$ cat src/rtl/d_branch_scoreboard_if.sv
// d_branch_scoreboard_if: D-stage hazard/branch bundle between the decode stage and the scoreboard
interface d_branch_scoreboard_if #(parameter int STALL_CNT_W = 16);
    logic [4:0]             d_rs;
    logic [4:0]             d_rt;
    logic [1:0]             d_tuse_rs;
    logic [1:0]             d_tuse_rt;
    logic                   d_is_branch;
    logic                   d_br_ne;
    logic [4:0]             d_wr_addr;
    logic [1:0]             d_tnew;
    logic [31:0]            rf_rd1;
    logic [31:0]            rf_rd2;
    logic [31:0]            e_fwd_data;
    logic [31:0]            m_fwd_data;
    logic [31:0]            w_fwd_data;
    logic                   stall;
    logic [1:0]             fwd_sel_rs;
    logic [1:0]             fwd_sel_rt;
    logic [31:0]            cmp_a;
    logic [31:0]            cmp_b;
    logic                   br_taken;
    logic [STALL_CNT_W-1:0] stall_cnt;

    modport master (
        output d_rs, d_rt, d_tuse_rs, d_tuse_rt, d_is_branch, d_br_ne, d_wr_addr, d_tnew,
               rf_rd1, rf_rd2, e_fwd_data, m_fwd_data, w_fwd_data,
        input  stall, fwd_sel_rs, fwd_sel_rt, cmp_a, cmp_b, br_taken, stall_cnt
    );

    modport slave (
        input  d_rs, d_rt, d_tuse_rs, d_tuse_rt, d_is_branch, d_br_ne, d_wr_addr, d_tnew,
               rf_rd1, rf_rd2, e_fwd_data, m_fwd_data, w_fwd_data,
        output stall, fwd_sel_rs, fwd_sel_rt, cmp_a, cmp_b, br_taken, stall_cnt
    );
endinterface

$ cat src/rtl/d_branch_scoreboard.sv
// d_branch_scoreboard: E/M/W write scoreboard deciding D-stage stall/forward and resolving beq/bne
module d_branch_scoreboard #(
    parameter int STALL_CNT_W = 16
) (
    input logic                   clk,
    input logic                   reset,
    d_branch_scoreboard_if.slave  bus
);
    // slot index 0 = E, 1 = M, 2 = W
    logic [2:0][4:0]        dst;
    logic [2:0][1:0]        tnew;
    logic                   stall_rs;
    logic                   stall_rt;
    logic [1:0]             sel_rs;
    logic [1:0]             sel_rt;
    logic [STALL_CNT_W-1:0] cnt;

    // walk W -> E so the youngest matching stage overrides older ones; returns {stall, fwd_sel}
    function automatic logic [2:0] resolve(input logic [4:0] src, input logic [1:0] tuse);
        logic [2:0] r;
        r = 3'b000;
        for (int i = 2; i >= 0; i--)
            if (src != 5'd0 && tuse != 2'd3 && dst[i] == src)
                r = {tnew[i] > tuse, tnew[i] == 2'd0 ? 2'(i + 1) : 2'd0};
        return r;
    endfunction

    // per-operand hazard resolution against the nearest in-flight writer
    always_comb begin
        {stall_rs, sel_rs} = resolve(bus.d_rs, bus.d_tuse_rs);
        {stall_rt, sel_rt} = resolve(bus.d_rt, bus.d_tuse_rt);
    end

    assign bus.stall      = stall_rs | stall_rt;
    assign bus.fwd_sel_rs = sel_rs;
    assign bus.fwd_sel_rt = sel_rt;
    assign bus.cmp_a      = sel_rs == 2'd0 ? bus.rf_rd1 : sel_rs == 2'd1 ? bus.e_fwd_data :
                            sel_rs == 2'd2 ? bus.m_fwd_data : bus.w_fwd_data;
    assign bus.cmp_b      = sel_rt == 2'd0 ? bus.rf_rd2 : sel_rt == 2'd1 ? bus.e_fwd_data :
                            sel_rt == 2'd2 ? bus.m_fwd_data : bus.w_fwd_data;
    assign bus.br_taken   = bus.d_is_branch & ~bus.stall & ((bus.cmp_a == bus.cmp_b) ^ bus.d_br_ne);
    assign bus.stall_cnt  = cnt;

    // advance the pipeline shadow; a stalled D instruction enters E as a bubble
    always_ff @(posedge clk or posedge reset) begin
        if (reset) begin
            dst  <= '0;
            tnew <= '0;
        end else begin
            dst[2]  <= dst[1];
            tnew[2] <= tnew[1] == 2'd0 ? 2'd0 : tnew[1] - 2'd1;
            dst[1]  <= dst[0];
            tnew[1] <= tnew[0] == 2'd0 ? 2'd0 : tnew[0] - 2'd1;
            dst[0]  <= bus.stall ? 5'd0 : bus.d_wr_addr;
            tnew[0] <= bus.stall ? 2'd0 : bus.d_tnew;
        end
    end

    // saturating count of stalled cycles
    always_ff @(posedge clk or posedge reset) begin
        if (reset)
            cnt <= '0;
        else if (bus.stall && !(&cnt))
            cnt <= cnt + 1'b1;
    end
endmodule

$ cat src/flat_wrapper.sv
// flat-port wrapper written by rule: the top's interface ports become plain ports
module d_branch_scoreboard_flat 
#(
    parameter int STALL_CNT_W = 16
)
  (clk, reset, bus_d_rs, bus_d_rt, bus_d_tuse_rs, bus_d_tuse_rt, bus_d_is_branch, bus_d_br_ne, bus_d_wr_addr, bus_d_tnew, bus_rf_rd1, bus_rf_rd2, bus_e_fwd_data, bus_m_fwd_data, bus_w_fwd_data, bus_stall, bus_fwd_sel_rs, bus_fwd_sel_rt, bus_cmp_a, bus_cmp_b, bus_br_taken, bus_stall_cnt);
  d_branch_scoreboard_if #(.STALL_CNT_W(STALL_CNT_W)) bus_i ();
  input logic clk;
  input logic reset;
  input wire logic [$bits(bus_i.d_rs)-1:0] bus_d_rs;
  input wire logic [$bits(bus_i.d_rt)-1:0] bus_d_rt;
  input wire logic [$bits(bus_i.d_tuse_rs)-1:0] bus_d_tuse_rs;
  input wire logic [$bits(bus_i.d_tuse_rt)-1:0] bus_d_tuse_rt;
  input wire logic [$bits(bus_i.d_is_branch)-1:0] bus_d_is_branch;
  input wire logic [$bits(bus_i.d_br_ne)-1:0] bus_d_br_ne;
  input wire logic [$bits(bus_i.d_wr_addr)-1:0] bus_d_wr_addr;
  input wire logic [$bits(bus_i.d_tnew)-1:0] bus_d_tnew;
  input wire logic [$bits(bus_i.rf_rd1)-1:0] bus_rf_rd1;
  input wire logic [$bits(bus_i.rf_rd2)-1:0] bus_rf_rd2;
  input wire logic [$bits(bus_i.e_fwd_data)-1:0] bus_e_fwd_data;
  input wire logic [$bits(bus_i.m_fwd_data)-1:0] bus_m_fwd_data;
  input wire logic [$bits(bus_i.w_fwd_data)-1:0] bus_w_fwd_data;
  output wire logic [$bits(bus_i.stall)-1:0] bus_stall;
  output wire logic [$bits(bus_i.fwd_sel_rs)-1:0] bus_fwd_sel_rs;
  output wire logic [$bits(bus_i.fwd_sel_rt)-1:0] bus_fwd_sel_rt;
  output wire logic [$bits(bus_i.cmp_a)-1:0] bus_cmp_a;
  output wire logic [$bits(bus_i.cmp_b)-1:0] bus_cmp_b;
  output wire logic [$bits(bus_i.br_taken)-1:0] bus_br_taken;
  output wire logic [$bits(bus_i.stall_cnt)-1:0] bus_stall_cnt;
  assign bus_i.d_rs = bus_d_rs;
  assign bus_i.d_rt = bus_d_rt;
  assign bus_i.d_tuse_rs = bus_d_tuse_rs;
  assign bus_i.d_tuse_rt = bus_d_tuse_rt;
  assign bus_i.d_is_branch = bus_d_is_branch;
  assign bus_i.d_br_ne = bus_d_br_ne;
  assign bus_i.d_wr_addr = bus_d_wr_addr;
  assign bus_i.d_tnew = bus_d_tnew;
  assign bus_i.rf_rd1 = bus_rf_rd1;
  assign bus_i.rf_rd2 = bus_rf_rd2;
  assign bus_i.e_fwd_data = bus_e_fwd_data;
  assign bus_i.m_fwd_data = bus_m_fwd_data;
  assign bus_i.w_fwd_data = bus_w_fwd_data;
  assign bus_stall = bus_i.stall;
  assign bus_fwd_sel_rs = bus_i.fwd_sel_rs;
  assign bus_fwd_sel_rt = bus_i.fwd_sel_rt;
  assign bus_cmp_a = bus_i.cmp_a;
  assign bus_cmp_b = bus_i.cmp_b;
  assign bus_br_taken = bus_i.br_taken;
  assign bus_stall_cnt = bus_i.stall_cnt;
  d_branch_scoreboard #(.STALL_CNT_W(STALL_CNT_W)) u_core (.clk(clk), .reset(reset), .bus(bus_i));
endmodule
$ cat config.mk
export PLATFORM = sky130hd
export DESIGN_NAME = d_branch_scoreboard_flat
export DESIGN_NICKNAME = d
export VERILOG_FILES = /design/src/rtl/d_branch_scoreboard_if.sv /design/src/rtl/d_branch_scoreboard.sv /design/src/flat_wrapper.sv
export SDC_FILE = /design/constraint.sdc
export NUM_CORES = 1
export LEC_CHECK = 0
export ABC_AREA = 0
export BUFFER_PORTS_ARGS = -buffer_cell sky130_fd_sc_hd__buf_2
export CAP_MARGIN = 40
export CORE_MARGIN = 2
export CORE_UTILIZATION = 44
export CTS_CLUSTER_DIAMETER = 100
export DETAILED_ROUTE_END_ITERATION = 8
export GPL_TIMING_DRIVEN = 0
export PLACE_DENSITY = 0.81
export SYNTH_ARGS = -nofsm -noshare
export SYNTH_HDL_FRONTEND = slang
export SYNTH_SLANG_ARGS = --single-unit
$ cat constraint.sdc
create_clock -name clk -period 9.6 [get_ports clk]
set_clock_uncertainty 0.15 [all_clocks]
set_input_delay 0.96 -clock clk [delete_from_list [all_inputs] [get_ports clk]]
set_output_delay 0.96 -clock clk [all_outputs]
set_load 0.02 [all_outputs]
==> summary.txt, run 1 <==
Detailed routing
  – Via-per-instance ratio: 5.53
  – Vias: 5,314
  – Drt wl/cell: 19.9 um
  – Drt drc: 0
  – Antenna-violating nets left: 0
  – Drt pass-1 iters: 5
  – DR iter-0 viols: 602
  – Drt total wl: 19,100 um

STA
  – Relative slew slack: 0.578
  – Endpoints failing setup: 0
  – Worst Max-Slew Pin Slew: 0.634 ns
  – Final Hold Viols: 0
  – Final slew viol count: 0
  – RSZ-0062 raised after global routing: no
  – Setup ws final: 3.46 ns
  – Peak Freq: 163 MHz
  – Crit share post-route: 0.639
  – Post-layout min period: 6.14 ns
  – Final TNS setup: 0 ns

Place
  – Placed instance area: 0.00602 mm^2
  – Global placement routability congestion: 1.02
  – Post-placement worst setup slack: 3.51 ns
  – IO buf count: 270
  – Dpl hpwl: 16,200 um

Synth
  – Synth Flop Type: dfrtp_1
  – Share of the synthesized area in the top cell type: 0.207
  – Synth warn: 0
  – Mapped Cells: 536
  – Mapped Area: 0.00446 mm^2
  – Post-synthesis sequential area ratio: 0.207
  – FFs w/ async S/R, synth: 1.00
  – Post-synth EDFFs: 0
  – Synth Net Count: 734
  – Synth cell types: 53
  – Largest area contributor in the netlist: dfrtp_1
  – Synth Area per Inst: 8.33 um^2
  – Largest cells by area after synthesis: dfrtp_1, mux2i_1, xnor2_1
  – Post-synthesis register bit count: 37

Final layout
  – Filler cells: 906
  – Post-route cell area: 0.00613 mm^2
  – Layout area overhead: 37.2%
  – Register area: 926 um^2
  – Share of layout cells above drive strength 1: 0.403
  – Multi-input logic area: 0.00313 mm^2
  – Final #Nets: 1,014

Worst setup path
  – CP startpoint kind: primary input
  – CP required: 8.49 ns
  – R2R cell count: 11
  – Critical path type: in -> out
  – CP max FO: 10
  – Worst Path Arrival: 5.03 ns
  – Endpoint class of the critical path: primary output

Clock network
  – Post-CTS setup buffers: 0
  – Cts hold-fix bufs: 0
  – Clock sinks: 37
  – CTS Buffer Depth: 2
  – CTS tree: built
  – Clock-pin slew on the worst setup and hold paths: 0.07 ns
  – Resized cells post-CTS: 0
  – Later-pin clock latency in the skew report: 0.29 ns
  – H-tree levels: 2
  – CTS Root Cell: clkbuf_8
  – Total clock buffers created by CTS: 5

Hold path
  – HP Class: reg -> reg
  – Hold depth: 0

Power and ir drop
  – Combinational group share of total power: 0.509
  – Total power per unit cell area: 96.7 mW/mm^2
  – Clock power frac: 0.174
  – Sw Pwr: 0.000244 W
  – Max IR drop VDD: 0.158 mV
  – Share of power burned in registers: 0.317
  – Net Sw Frac: 0.411
  – Internal: 0.000349 W
  – Pleak: 3.45 nW

Global route
  – Total global routing overflow: 0
  – First-pass GRT wire length: 28,700 um
  – Vias in the first global route: 5,032
  – Total global-route track usage: 0.338
  – Initial antenna violation count: 20
  – Maximum number of pins on one net before global-route repair: 16

Floorplanning
  – FP Rows: 36
  – Core Region: 0.00982 mm^2
  – Boundary Pins: 271
  – Die area: 0.0110 mm^2
  – Die Ht: 105 um
  – Initial Utilization: 0.455
  – Die width: 105 um

Run status
  – Status: complete, no violations

Run
  – Max-cap violations: 0
[worst max-delay path: stages]
cell and delay [ns]:
buf_2 0.13, xor2_1 0.15, nor3_1 0.28, nand3_1 0.27, nand3_1 0.35, o21a_1 0.24, clkbuf_1 0.48, inv_1 0.27
a222oi_1 0.52, xnor2_1 0.18, nand4_1 0.11, nor3_1 0.32, nand4_1 0.21, mux2_1 0.38, buf_2 0.17
[layout make-up]
class	instances	share of cell area
Sequential cell	37	0.151
Clock inverter	2	0.00163
Timing Repair Buffer	273	0.226
Buffer	25	0.0223
Tap cell	133	0.0272
Multi-Input combinational cell	401	0.511
Antenna cell	11	0.00449
Inverter	73	0.0447
Clock buffer	6	0.0118
[logic make-up after synthesis]
family                   after synthesis  share of synthesized area
multiplexers                          65                      0.149
adder cells (fa/ha/maj)               13                     0.0364
AND/OR/NAND/NOR                      160                      0.190
buffers and inverters                 98                     0.0919
XOR/XNOR                              77                      0.151
flip-flops                            37                      0.207
AO/OA/AOI/OAI                         86                      0.174
[power by group through the flow]
stage          sequential [W]  clock, W  combinational, W
6_report             0.000188  0.000103          0.000302
5_1_grt              0.000191  0.000116          0.000323
4_1_cts              0.000188  0.000107          0.000299
3_5_place_dp         0.000191         0          0.000298
3_3_place_gp         0.000190         0          0.000293
2_1_floorplan        0.000195         0          0.000174
[state kept, by name, indices dropped and copies added, names as in the netlist]
signal / count
u_core.tnew: 6
u_core.dst: 15
u_core.bus.stall_cnt: 16
[layout by cell type (no fill, tap or decap), drive strengths merged, types with 13 or more instances in the layout]
master / n
mux2i: 53
a221oi: 20
xnor2: 48
clkbuf: 16
inv: 73
nand2: 52
a21oi: 15
o221ai: 34
nor2: 39
dfrtp: 37
xor2: 29
ha: 13
buf: 288
[cell usage after synthesis, types with 2 or more instances]
cell,count
xnor2_1,48
o221ai_1,33
nand2b_1,6
or4_4,2
nor3_2,2
nand4_1,12
nand3_1,6
xor2_1,29
ha_1,13
buf_6,3
and3_1,6
mux2_2,11
a2111o_1,2
and2_1,10
mux2i_1,53
buf_4,2
nor2_1,38
nor2b_1,2
a221oi_2,2
nor4_4,2
nor3_1,7
a221oi_1,17
inv_1,72
buf_2,10
a21oi_1,14
nor4_1,3
or2_2,2
nand2_1,52
a221o_1,6
or3_4,2
a222oi_1,2
dfrtp_1,37
clkbuf_1,10
[per-layer routing]
layer  GRT usage  wire, um
met5           0        90
met4      0.0886       531
met3       0.188      2890
met2       0.487      7930
met1       0.436      7670
[through the flow]
stage	utilization	instances	power, W	hold slack (ns)
4_1_cts	0.621	950	0.000594	0.302
3_5_place_dp	0.613	942	0.000489	0.287
5_1_grt	0.622	952	0.000630	0.326
2_1_floorplan	-	536	0.000369	0.259
6_report	0.624	961	0.000593	0.301
3_3_place_gp	0.609	939	0.000482	0.286
[final timing paths]
kind	start	end	slack (ns)
setup / recovery	bus_d_rt[0]	bus_br_taken	3.46
hold / removal	u_core.dst[3]	u_core.dst[8]	0.30
max in group asynchronous	reset	u_core.bus.stall_cnt[11]	8.24
hold reg to reg	u_core.dst[3]	u_core.dst[8]	0.30
setup reg to reg	u_core.dst[12]	u_core.bus.stall_cnt[13]	6.51
min in group asynchronous	reset	u_core.bus.stall_cnt[0]	0.48
No activity file was read; power rests on OpenSTA's default activity.
==> run 2, diff against run 1 <==
- clock period: 9.6 -> 5.73 ns (I/O delays scaled with it)
==> run 2 against run 1 <==
  * Cell count did not move
  * Hold slack got worse by 0.21 ns
  * Clock power rose by 67%
  * Clock-buffer cell count did not move
  * Via count rose by 0.38%
  * Largest cell class unchanged
  * Largest power group unchanged
  * Highest routed layer unchanged
==> summary.txt, run 2 (synthesized netlist as in run 1, its figures left out) <==
Global route
  – Total global routing overflow: 0 (unchanged)
  – Vias in the first global route: 5,032 (unchanged)
  – First-pass GRT wire length: 28,700 um (unchanged)
  – Maximum number of pins on one net before global-route repair: 16 (unchanged)
  – Initial antenna violation count: 20 (unchanged)
  – Total global-route track usage: 0.338 (unchanged)

Clock network
  – Resized cells post-CTS: 0 (unchanged)
  – Cts hold-fix bufs: 0 (unchanged)
  – Clock-pin slew on the worst setup and hold paths: 0.07 ns (about the same)
  – CTS tree: built (unchanged)
  – Later-pin clock latency in the skew report: 0.29 ns (about the same)
  – CTS Root Cell: clkbuf_8 (unchanged)
  – H-tree levels: 2 (unchanged)
  – Total clock buffers created by CTS: 5 (unchanged)
  – Clock sinks: 37 (unchanged)
  – CTS Buffer Depth: 2 (unchanged)
  – Post-CTS setup buffers: 0 (unchanged)

STA
  – Final TNS setup: 0 ns (unchanged)
  – RSZ-0062 raised after global routing: no (unchanged)
  – Crit share post-route: 0.928
  – Relative slew slack: 0.571 (was 0.578)
  – Post-layout min period: 5.32 ns
  – Setup ws final: 0.413 ns (was 3.46 ns)
  – Worst Max-Slew Pin Slew: 0.643 ns (was 0.634 ns)
  – Peak Freq: 188 MHz
  – Final slew viol count: 0 (unchanged)
  – Final Hold Viols: 0 (unchanged)
  – Endpoints failing setup: 0 (unchanged)

Worst setup path
  – CP max FO: 12 (was 10)
  – CP Depth: 13 (was 15)
  – Endpoint class of the critical path: primary output (unchanged)
  – Critical Path Source: u_core.dst[0] (was bus_d_rt[0])
  – Critical path endpoint: bus_br_taken (unchanged)
  – CP required: 5.01 ns (was 8.49 ns)
  – Worst Path Arrival: 4.59 ns (was 5.03 ns)
  – Critical path type: reg -> out (was in -> out)
  – Critical path cell sequence: xor2_1, nor3_1, nand3_1, nand3_1, o21a_1, clkbuf_1, o221ai_1, xnor2_1, nand4_1, nor3_1, nand4_1, mux2_1, buf_2 (was buf_2, xor2_1, nor3_1, nand3_1, nand3_1, o21a_1, clkbuf_1, inv_1, a222oi_1, xnor2_1, nand4_1, nor3_1, nand4_1, mux2_1, buf_2)
  – R2r startpoint: u_core.dst[12] (unchanged)
  – CP max stage cell: o21a_1 (was a222oi_1)
  – R2R Path End: u_core.bus.stall_cnt[13] (unchanged)
  – Max incr delay on CP: 0.54 ns (was 0.52 ns)
  – WP buf/inv: 2 (was 4)
  – Largest delay share family, worst path: simple AND/OR/NAND/NOR gates (unchanged)
  – R2r setup slk: 2.63 ns (was 6.51 ns)
  – CP startpoint kind: flop (was primary input)
  – R2R cell count: 11 (unchanged)

Final layout
  – Commonest non-fill, non-tap cells in the layout: buf_2, inv_1, mux2i_1, nand2_1, xnor2_1 (unchanged)
  – Largest register FFs: 16 (unchanged)
  – Share of layout cells above drive strength 1: 0.403 (about the same)
  – Filler cells: 907 (was 906)
  – Final #Nets: 1,013 (was 1,014)
  – Layout area overhead: 37.2% (about the same)
  – Fin cells: 961 (unchanged)
  – Most common cell after layout, fill and taps aside: buf_2 (unchanged)

Place
  – Post-placement worst setup slack: 0.410 ns (was 3.51 ns)
  – IO buf count: 270 (unchanged)
  – Global placement routability congestion: 1.02 (unchanged)
  – Dpl hpwl: 16,200 um (unchanged)
  – Cell total after placement: 942 (unchanged)

Detailed routing
  – Drt total wl: 19,100 um (about the same)
  – Antenna-violating nets left: 0 (unchanged)
  – Drt pass-1 iters: 6 (was 5)
  – Drt drc: 0 (unchanged)
  – DR iter-0 viols: 603 (was 602)
  – Drt wl/cell: 19.9 um (about the same)
  – Via-per-instance ratio: 5.55 (was 5.53)
  – Vias: 5,334 (was 5,314)

Power and ir drop
  – Total power per unit cell area: 162 mW/mm^2 (was 96.7 mW/mm^2)
  – Pleak: 3.45 nW (about the same)
  – Max IR drop VDD: 0.265 mV (was 0.158 mV)

Floorplanning
  – Initial Utilization: 0.455 (unchanged)
  – Core Region: 0.00982 mm^2 (unchanged)
  – FP Rows: 36 (unchanged)
  – Die area: 0.0110 mm^2 (unchanged)
  – Die width: 105 um (unchanged)
  – Die Ht: 105 um (unchanged)
  – Boundary Pins: 271 (unchanged)

Hold path
  – HP Class: in -> async (was reg -> reg)

Run
  – Max-cap violations: 0 (unchanged)

Run status
  – Status: complete, no violations (unchanged)
[run 2: changes by cell type in the layout (fill, tap and decap cells not counted)]
cell	delta
clkbuf_1	-1
diode_2	+1
[run 2: through the flow]
| stage | instance area, um^2 | utilization | hold WS, ns | total power (W) |
|---|---|---|---|---|
| floorplan | 4460 | - | 0.259 | 0.000618 |
| global route | 6100 | 0.621 | 0.0976 | 0.00106 |
| global placement | 5980 | 0.609 | 0.286 | 0.000808 |
| CTS | 6100 | 0.621 | 0.0868 | 0.000995 |
| detailed placement | 6020 | 0.613 | 0.287 | 0.000819 |
| finish | 6130 | 0.624 | 0.0898 | 0.000992 |
[run 2: layout make-up]
class                      instances  area, um^2  area share
tap                              133         166      0.0272
antenna                           12        30.0     0.00490
clock inverter                     2        10.0     0.00163
timing repair buffer             273        1390       0.226
buffer                            24         133      0.0217
sequential                        37         926       0.151
clock buffer                       6        72.6      0.0118
inverter                          73         274      0.0447
multi-input combinational        401        3130       0.511
[run 2: worst min-delay path by stage]
| stage | start | to |
|---|---|---|
| 2_1_floorplan | u_core.dst[2] | u_core.dst[7] |
| 3_3_place_gp | u_core.dst[9] | u_core.dst[14] |
| 3_5_place_dp | u_core.dst[3] | u_core.dst[8] |
| 4_1_cts | reset | u_core.bus.stall_cnt[6] |
| 5_1_grt | reset | u_core.bus.stall_cnt[7] |
| 6_report | reset | u_core.bus.stall_cnt[0] |
[run 2: power by group]
part	switching [W]	total, W	internal [W]
Sequential	0.0000290	0.000315	0.000286
Combinational	0.000291	0.000505	0.000215
Clock	0.0000878	0.000172	0.0000842
Total	0.000408	0.000992	0.000584
[run 2: worst reg2reg max path, stage by stage, from the launching register on]
cell and delay (ns):
dfrtp_1 0.41, xnor2_1 0.18, nand4_1 0.15, or4_4 0.46, a2111o_1 0.35, a21oi_1 0.12
nor3_1 0.10, a21oi_2 0.33, and3_1 0.28, nand2_1 0.14, nor3_1 0.20, xor2_1 0.16
[run 2: layer usage]
| layer | track usage | wire length, um |
|---|---|---|
| met1 | 0.436 | 7670 |
| met2 | 0.487 | 7870 |
| met3 | 0.188 | 2900 |
| met4 | 0.0886 | 548 |
| met5 | 0 | 90 |
